**config.mk**
```make
export PLATFORM = sky130hd
export DESIGN_NAME = char_pixel_sequencer_flat
export DESIGN_NICKNAME = d
export VERILOG_FILES = /design/src/rtl/char_pixel_sequencer_if.sv /design/src/rtl/char_pixel_sequencer.sv /design/src/flat_wrapper.sv
export SDC_FILE = /design/constraint.sdc
export NUM_CORES = 1
export LEC_CHECK = 0
export CAP_MARGIN = 0
export CORE_MARGIN = 4
export CORE_UTILIZATION = 25
export DETAILED_ROUTE_END_ITERATION = 16
export HOLD_SLACK_MARGIN = 0.15
export PLACE_DENSITY = 0.46
export SLEW_MARGIN = 25
export SYNTH_ARGS = -nofsm -noshare
export SYNTH_HDL_FRONTEND = slang
export SYNTH_SLANG_ARGS = --single-unit
```
**constraint.sdc**
```tcl
create_clock -name clk -period 5 [get_ports clk]
set_input_delay 1 -clock clk [delete_from_list [all_inputs] [get_ports clk]]
set_output_delay 1 -clock clk [all_outputs]
set_load 0.01 [all_outputs]
```
**src/rtl/char_pixel_sequencer_if.sv**
```systemverilog
// Character request and pixel stream links of the glyph pixel sequencer.
interface char_pixel_sequencer_if;
   logic        char_valid;
   logic        char_ready;
   logic [6:0]  char_code;
   logic [23:0] fg_color;
   logic [23:0] bg_color;
   logic        serpentine;
   logic        pix_valid;
   logic        pix_ready;
   logic [23:0] pix_rgb;
   logic        pix_first;
   logic        pix_last;

   // Requester / pixel sink side
   modport master (
      output char_valid, char_code, fg_color, bg_color, serpentine, pix_ready,
      input  char_ready, pix_valid, pix_rgb, pix_first, pix_last
   );

   // Sequencer side
   modport slave (
      input  char_valid, char_code, fg_color, bg_color, serpentine, pix_ready,
      output char_ready, pix_valid, pix_rgb, pix_first, pix_last
   );
endinterface

```
**src/rtl/char_pixel_sequencer.sv**
```systemverilog
// Fetches a 5x7 glyph from the font ROM and streams it as GRB pixels,
// row-major, with optional column reversal on odd rows for zig-zag matrices.
//
// state | meaning
// IDLE  | waiting for a character request, char_ready high
// LOAD  | rom_addr holds the code, glyph captured from rom_data
// EMIT  | presenting glyph pixels one per handshake
module char_pixel_sequencer #(
   parameter int COLS       = 5,
   parameter int ROWS       = 7,
   parameter int DATA_WIDTH = 35,
   parameter int ADDR_WIDTH = 7
) (
   input  logic                  clk,
   input  logic                  rst_n,
   char_pixel_sequencer_if.slave bus,
   input  logic                  flush,
   output logic [ADDR_WIDTH-1:0] rom_addr,
   input  logic [DATA_WIDTH-1:0] rom_data,
   output logic                  busy
);

   localparam int COL_W = (COLS > 1) ? $clog2(COLS) : 1;
   localparam int ROW_W = (ROWS > 1) ? $clog2(ROWS) : 1;
   localparam int IDX_W = (DATA_WIDTH > 1) ? $clog2(DATA_WIDTH) : 1;
   localparam logic [COL_W-1:0]      COL_LAST = COL_W'(COLS - 1);
   localparam logic [ROW_W-1:0]      ROW_LAST = ROW_W'(ROWS - 1);
   localparam logic [ADDR_WIDTH-1:0] ADDR_RST = ADDR_WIDTH'(32);

   typedef enum logic [1:0] {IDLE, LOAD, EMIT} state_t;

   state_t                state_q, state_d;
   logic [ADDR_WIDTH-1:0] addr_q, addr_d;
   logic [23:0]           fg_q, fg_d;
   logic [23:0]           bg_q, bg_d;
   logic                  serp_q, serp_d;
   logic [DATA_WIDTH-1:0] glyph_q, glyph_d;
   logic [ROW_W-1:0]      row_q, row_d;
   logic [COL_W-1:0]      col_q, col_d;

   logic [COL_W-1:0]      col_sel;
   logic [IDX_W-1:0]      bit_idx;
   logic                  emit;

   // Next-state: accept, glyph capture, pixel advance; flush overrides all
   always_comb begin
      state_d = state_q;
      addr_d  = addr_q;
      fg_d    = fg_q;
      bg_d    = bg_q;
      serp_d  = serp_q;
      glyph_d = glyph_q;
      row_d   = row_q;
      col_d   = col_q;
      case (state_q)
         IDLE: begin
            if (bus.char_valid) begin
               addr_d  = ADDR_WIDTH'(bus.char_code);
               fg_d    = bus.fg_color;
               bg_d    = bus.bg_color;
               serp_d  = bus.serpentine;
               state_d = LOAD;
            end
         end
         LOAD: begin
            glyph_d = rom_data;
            row_d   = '0;
            col_d   = '0;
            state_d = EMIT;
         end
         EMIT: begin
            if (bus.pix_ready) begin
               if (col_q == COL_LAST) begin
                  col_d = '0;
                  if (row_q == ROW_LAST) begin
                     row_d   = '0;
                     state_d = IDLE;
                  end else begin
                     row_d = row_q + ROW_W'(1);
                  end
               end else begin
                  col_d = col_q + COL_W'(1);
               end
            end
         end
         default: state_d = IDLE;
      endcase
      // A flush in IDLE also blocks the pending request, hence placed last.
      if (flush) begin
         state_d = IDLE;
         addr_d  = addr_q;
         fg_d    = fg_q;
         bg_d    = bg_q;
         serp_d  = serp_q;
         row_d   = '0;
         col_d   = '0;
      end
   end

   // State and datapath registers
   always_ff @(posedge clk or negedge rst_n) begin
      if (!rst_n) begin
         state_q <= IDLE;
         addr_q  <= ADDR_RST;
         fg_q    <= '0;
         bg_q    <= '0;
         serp_q  <= 1'b0;
         glyph_q <= '0;
         row_q   <= '0;
         col_q   <= '0;
      end else begin
         state_q <= state_d;
         addr_q  <= addr_d;
         fg_q    <= fg_d;
         bg_q    <= bg_d;
         serp_q  <= serp_d;
         glyph_q <= glyph_d;
         row_q   <= row_d;
         col_q   <= col_d;
      end
   end

   // Pixel select: all inputs are registers, so outputs hold during stalls.
   always_comb begin
      col_sel = (serp_q && row_q[0]) ? (COL_LAST - col_q) : col_q;
      bit_idx = IDX_W'(DATA_WIDTH - 1)
              - (IDX_W'(row_q) * IDX_W'(COLS) + IDX_W'(col_sel));
   end

   assign emit           = (state_q == EMIT);
   assign busy           = (state_q != IDLE);
   assign rom_addr       = addr_q;
   assign bus.char_ready = (state_q == IDLE);
   assign bus.pix_valid  = emit;
   assign bus.pix_rgb    = emit ? (glyph_q[bit_idx] ? fg_q : bg_q) : 24'h0;
   assign bus.pix_first  = emit && (row_q == '0) && (col_q == '0);
   assign bus.pix_last   = emit && (row_q == ROW_LAST) && (col_q == COL_LAST);

endmodule

```
**src/flat_wrapper.sv**
```systemverilog
// flat-port wrapper written by rule: the top's interface ports become plain ports
module char_pixel_sequencer_flat 
#(
   parameter int COLS       = 5,
   parameter int ROWS       = 7,
   parameter int DATA_WIDTH = 35,
   parameter int ADDR_WIDTH = 7
)
  (clk, rst_n, flush, rom_addr, rom_data, busy, bus_char_valid, bus_char_code, bus_fg_color, bus_bg_color, bus_serpentine, bus_pix_ready, bus_char_ready, bus_pix_valid, bus_pix_rgb, bus_pix_first, bus_pix_last);
  char_pixel_sequencer_if bus_i ();
  input  logic clk;
  input  logic rst_n;
  input  logic flush;
  output logic [ADDR_WIDTH-1:0] rom_addr;
  input  logic [DATA_WIDTH-1:0] rom_data;
  output logic busy;
  input wire logic [$bits(bus_i.char_valid)-1:0] bus_char_valid;
  input wire logic [$bits(bus_i.char_code)-1:0] bus_char_code;
  input wire logic [$bits(bus_i.fg_color)-1:0] bus_fg_color;
  input wire logic [$bits(bus_i.bg_color)-1:0] bus_bg_color;
  input wire logic [$bits(bus_i.serpentine)-1:0] bus_serpentine;
  input wire logic [$bits(bus_i.pix_ready)-1:0] bus_pix_ready;
  output wire logic [$bits(bus_i.char_ready)-1:0] bus_char_ready;
  output wire logic [$bits(bus_i.pix_valid)-1:0] bus_pix_valid;
  output wire logic [$bits(bus_i.pix_rgb)-1:0] bus_pix_rgb;
  output wire logic [$bits(bus_i.pix_first)-1:0] bus_pix_first;
  output wire logic [$bits(bus_i.pix_last)-1:0] bus_pix_last;
  assign bus_i.char_valid = bus_char_valid;
  assign bus_i.char_code = bus_char_code;
  assign bus_i.fg_color = bus_fg_color;
  assign bus_i.bg_color = bus_bg_color;
  assign bus_i.serpentine = bus_serpentine;
  assign bus_i.pix_ready = bus_pix_ready;
  assign bus_char_ready = bus_i.char_ready;
  assign bus_pix_valid = bus_i.pix_valid;
  assign bus_pix_rgb = bus_i.pix_rgb;
  assign bus_pix_first = bus_i.pix_first;
  assign bus_pix_last = bus_i.pix_last;
  char_pixel_sequencer #(.COLS(COLS), .ROWS(ROWS), .DATA_WIDTH(DATA_WIDTH), .ADDR_WIDTH(ADDR_WIDTH)) u_core (.clk(clk), .rst_n(rst_n), .bus(bus_i), .flush(flush), .rom_addr(rom_addr), .rom_data(rom_data), .busy(busy));
endmodule
```
## Word level (Yosys, flattened, before mapping)

Index checks and enable logic that the tools add are counted.

| operators by class | value |
|---|---|
| add/sub/neg operators | 5 |
| bitwise operators | 1 |
| multiply operators | 1 |
| reductions and logical operators | 14 |
| multiplexer cells | 20 |
| eq/ne operators | 8 |
| $lt $le $gt $ge | 1 |

Operator list:

| operator | count |
|---|---|
| $mux W24 | 2 |
| $mux W3 | 8 |
| $ne A3 B3 Y1 const B | 4 |
| $pmux W3 S2 | 2 |
| $mux W2 | 5 |
| $lt A6 B7 Y1 const B | 1 |
| $add A3 B1 Y3 const B | 2 |
| $add A6 B3 Y6 | 1 |
| $bmux W1 S6 | 1 |
| $eq A3 B3 Y1 const B | 2 |
| $logic_not A3 Y1 | 2 |
| $mul A3 B3 Y6 const B | 1 |
| $pmux W2 S3 | 1 |
| $reduce_and A3 Y1 | 2 |
| $sub A6 B6 Y6 const A | 1 |
| $logic_and A1 B1 Y1 | 5 |
| $reduce_and A4 Y1 | 1 |
| $reduce_bool A3 Y1 | 1 |
| $sub A3 B3 Y3 const A | 1 |
| $eq A2 B1 Y1 const B | 1 |
| $eq A2 B2 Y1 const B | 1 |
| $logic_not A2 Y1 | 1 |
| $reduce_and A2 Y1 | 1 |
| $reduce_bool A2 Y1 | 1 |
| 2 further kinds | 2 |

| storage, ports and cells | value |
|---|---|
| bits in registers | 99 |
| logic and storage cells | 58 |
| output and inout port bits | 36 |
| input bits | 96 |

## Logic depth before layout (Yosys ltp)

| depth | value |
|---|---|
| word-level depth | 8 |
| mapped depth | 17 |
| mapped depth without buffers | 15 |

## Worst setup path after synthesis

Ideal clock, no wire load.

| path | value |
|---|---|
| path kind | register to output |
| start | register u_core.col_q[0] |
| end | output bus_pix_rgb[10] |
| arrival time | 3.546 ns |
| buffers on the path | 2 |
| required time | 4.000 ns |
| path slack | 0.454 ns |
| stages on the path, launching flop included | 18 |
| cell sequence | dfrtp_1 -> inv_1 -> ha_1 -> ha_1 -> o21ai_0 -> ha_1 -> ha_1 -> inv_1 -> ha_1 -> ha_1 -> and3b_1 -> or3_4 -> and2_1 -> buf_2 -> a2111oi_4 -> buf_4 -> o31ai_1 -> nand4_1 |

| on the way | value |
|---|---|
| cells in the longest elaborated chain, start to end | 8 |

Ends and longest elaborated chain:

| element | line | RTL |
|---|---|---|
| start, declared | char_pixel_sequencer.sv:39 | `logic [COL_W-1:0] col_q, col_d;` |
| start signal, assigned | char_pixel_sequencer.sv:119 | `col_q <= col_d;` |
| $sub A3 B3 Y3 | char_pixel_sequencer.sv:125 | `col_sel = (serp_q && row_q[0]) ? (COL_LAST - col_q) : col_q;` |
| $mux W3 (*) | char_pixel_sequencer.sv:125 |  |
| $add A6 B3 Y6 (*) | char_pixel_sequencer.sv:127 | `- (IDX_W'(row_q) * IDX_W'(COLS) + IDX_W'(col_sel));` |
| $sub A6 B6 Y6 (*) | char_pixel_sequencer.sv:127 |  |
| $bmux W1 S6 (*) | char_pixel_sequencer.sv:135 | `assign bus.pix_rgb = emit ? (glyph_q[bit_idx] ? fg_q : bg_q) : 24'h0;` |
| $mux W1 (implied by the code) (*) | char_pixel_sequencer.sv:135 |  |
| $mux W24 (*) (2 in a row) | char_pixel_sequencer.sv:135 |  |
| end, declared | flat_wrapper.sv:25 | `output wire logic [$bits(bus_i.pix_rgb)-1:0] bus_pix_rgb;` |

Mark *: on every way between the ends. The rest lies on a longest branch, timed or not. The select of a mux whose other input is x is not followed.

## Worst setup path in the final report

| path | value |
|---|---|
| start | register u_core.col_q[1] |
| end | output bus_pix_rgb[22] |

Same word-level chain as after synthesis.

==> results.toml <==
[timing]
finalSetupViolCount = 0
fmax_mhz = 203
finalMaxSlewViolations = 0
rsz0062_at_grt = "true"
worstMarginPinSlew_ns = 0.758
fin_skew_ns = 0.00464
final.period_utilization_pct = 98.7
period_minus_slack_ns = 4.94
fin_setup_tns_ns = 0
hold_viol = 0
relSlewSlack_pct = 49.4

[die]
fp.coreArea_sq_um = 21200
io_pins = 132
fp.dieH_um = 156
die_area_sq_um = 24200
start_util_pct = 25.7
core.rowCount = 53
chipWidth_um = 156

[drt]
drt-pass1-iter-count = 5
drtAntennaViolNets = 0
vias = 4395
routed_wl_um = 15800
routedWlPerCell_um = 17.9
remaining_drc_errors = 0
drtIter0Drc = 229
viasPerCell = 4.97

[placed_design]
dpl.hpwl_um = 11000
place_congestion = 0.765
io_buffers = 131

[grt]
grt_usage_pct = 13.1
grt_pass1_wl_um = 25200
grt_pass1_vias = 4527
grt_max_degree = 58
antenna_found_initial = 0
gr-total-overflow = 0

[finish]
multi_input_area_sq_um = 2750
antenna_cells = 0
final_nets = 713
ff_latch_area_sq_um = 2480
drive_gt1_share_pct = 32.1
synthToLayoutAreaGrowth_pct = 37.5
fillCellCount = 2155

[synth]
synth-compound-area-share_pct = 7.97
yosysTopAreaCell = "dfrtp_1"
ys.flop_type = "dfrtp_1"
muxShareOfSynthArea_pct = 22.8
synth_cell_types = 55
synthAdderAreaFrac_pct = 2.89
synth_top_area_share_pct = 45.0
synth_nets = 572
synthArstFlopShare_pct = 100
synth_cells = 464
synth_edf_count = 0
yosys.area_share.xor_xnor_pct = 0.161
ys_ff_latch = 99
synth_top_family_by_area = "multiplexers"
synth.yosys.seq_area_share_pct = 45.5
synth_area_leaders = "dfrtp_1 45%, mux2_2 19%, nand4_1 8.3%"
synth-warning-count = 0
synth_simple_gate_area_share_pct = 14.6
syn-cell-area_sq_um = 5450
avgSynthCellArea_sq_um = 11.7

[clock_network]
h-tree-depth = 3
clock_sinks = 99
cts_buffers = 9
cts_tree = "done"
cts_max_path_buffers = 2
clk_latency_ns = 0.35
root_buffer = "clkbuf_16"
clk_pin_slew_ns = 0.07

[setup_path]
required_ns = 4.00
cp-end-kind = "output port"
critPathMaxFanout = 12
worst_ep_arrival_time_ns = 3.94
worstSetupStartpointType = "register"
critPathKind = "register to output port"

[hold_path]
hp-class = "register to register"

[power_and_ir_drop]
p_leak_nw = 3.05
ir_drop_uv = 149
total_power_w = 0.00245
powerDensity_nw_per_um2 = 327

[job]
timing.max_cap.violations = 0

[run_status]
outcome = "completed"
-- power breakdown --
part | switching (W) | internal, W
clock network | 0.000329 | 0.000346
registers | 0.000120 | 0.000977
logic | 0.000305 | 0.000375
total | 0.000754 | 0.00170
-- layout make-up --
cell class | instances | share of cell area, %
Clock buffer | 9 | 3.01
Clock inverter | 7 | 0.801
Inverter | 15 | 0.751
Multi-Input combinational cell | 315 | 36.7
Sequential cell | 99 | 33.1
Tap cell | 275 | 4.59
Timing Repair Buffer | 165 | 21.1
-- per-stage QoR --
stage	cell area, sq um	hold WS [ns]	utilization [%]	setup WS [ns]	std cells
floorplan	5450	0.472	-	0.454	464
global placement	7150	0.484	33.7	-0.144	863
detailed placement	7150	0.494	33.7	-0.233	863
CTS	7400	0.511	34.9	0.00216	883
global route	7490	0.524	35.3	-0.119	885
finish	7490	0.507	35.3	0.0640	885
-- what timing repair did --
action                     CTS  global route
resized for setup          105             9
pin swaps                    5             5
setup endpoints to repair   24            24
buffers inserted             3             1
cloned                       1             0
hold buffers                 0             0
-- synthesized netlist by cell type, drive strengths merged, types with 2 or more instances --
cell type,instances
dfrtp,98
mux2,92
nand4,72
nand2,33
o31ai,25
buf,17
inv,15
clkbuf,12
ha,11
mux2i,10
nor2,10
o21ai,9
nand3,6
a21oi,5
dlygate4sd1,4
mux4,4
nor2b,4
a2111oi,2
a21o,2
a221oi,2
a2bb2oi,2
and2,2
and4,2
dlygate4sd3,2
nand2b,2
or4,2
-- cells in the final DEF, fill, tap and decap left out, drive strengths merged, types with 2 or more instances in the layout --
cell type / n
nor2b: 4
o31ai: 25
or4: 2
o21ai: 9
buf: 59
and2: 2
a2bb2oi: 2
a2111oi: 2
clkdlybuf4s50: 106
dfrtp: 98
clkbuf: 9
ha: 11
nand3: 6
clkinv: 3
mux4: 4
a21oi: 5
nand2b: 2
nand4: 72
a21o: 2
a221oi: 2
and4: 2
mux2i: 10
mux2: 92
nand2: 33
inv: 18
nor2: 10
-- state kept, by name (all words and copies together), names as in the netlist --
| register | flops |
|---|---|
| u_core.state_q | 2 |
| u_core.row_q | 3 |
| u_core.col_q | 3 |
| u_core.fg_q | 24 |
| u_core.rom_addr | 7 |
| u_core.bg_q | 24 |
| u_core.serp_q | 1 |
| u_core.glyph_q | 35 |
-- final timing paths --
kind / depth (start not counted) / end / slack, ns / start
worst max-delay path: 17 / bus_pix_rgb[22] / 0.06 / u_core.col_q[1]
worst min-delay path: 1 / u_core.glyph_q[2] / 0.51 / u_core.glyph_q[2]
worst max register to register: 5 / u_core.col_q[0] / 2.83 / u_core.state_q[1]
worst min register to register: 1 / u_core.glyph_q[2] / 0.51 / u_core.glyph_q[2]
max in group asynchronous: 2 / u_core.bg_q[11] / 3.13 / rst_n
min in group asynchronous: 1 / u_core.bg_q[7] / 0.65 / rst_n
-- per-layer routing --
metal	GRT usage (%)	wire [um]	vias to the layer above
met5	0	0	-
met4	2.96	138	0
met3	3.36	946	11
met2	22.1	7910	152
met1	17.0	6850	2191
li1	-	-	2041
-- cells by family after synthesis --
group	Yosys count
muxes	106
adders and majority gates	12
DFF	99
buffers and inverters	50
and+or+nand+nor	142
AOI/OAI and AO/OA	54
xor gates and xnor gates	1
-- critical path: stages (launching register included) --
cell      delay [ns]
dfrtp_1         0.37
inv_1           0.05
ha_2            0.18
ha_1            0.29
o21ai_2         0.16
ha_4            0.23
ha_4            0.26
inv_2           0.04
ha_4            0.24
buf_6           0.15
and3_1          0.17
or4_4           0.53
a221oi_4        0.27
buf_4           0.17
buf_12          0.14
o31ai_2         0.07
nand4_1         0.13
buf_2           0.15
Note: power is estimated with default switching activity, not from simulation.
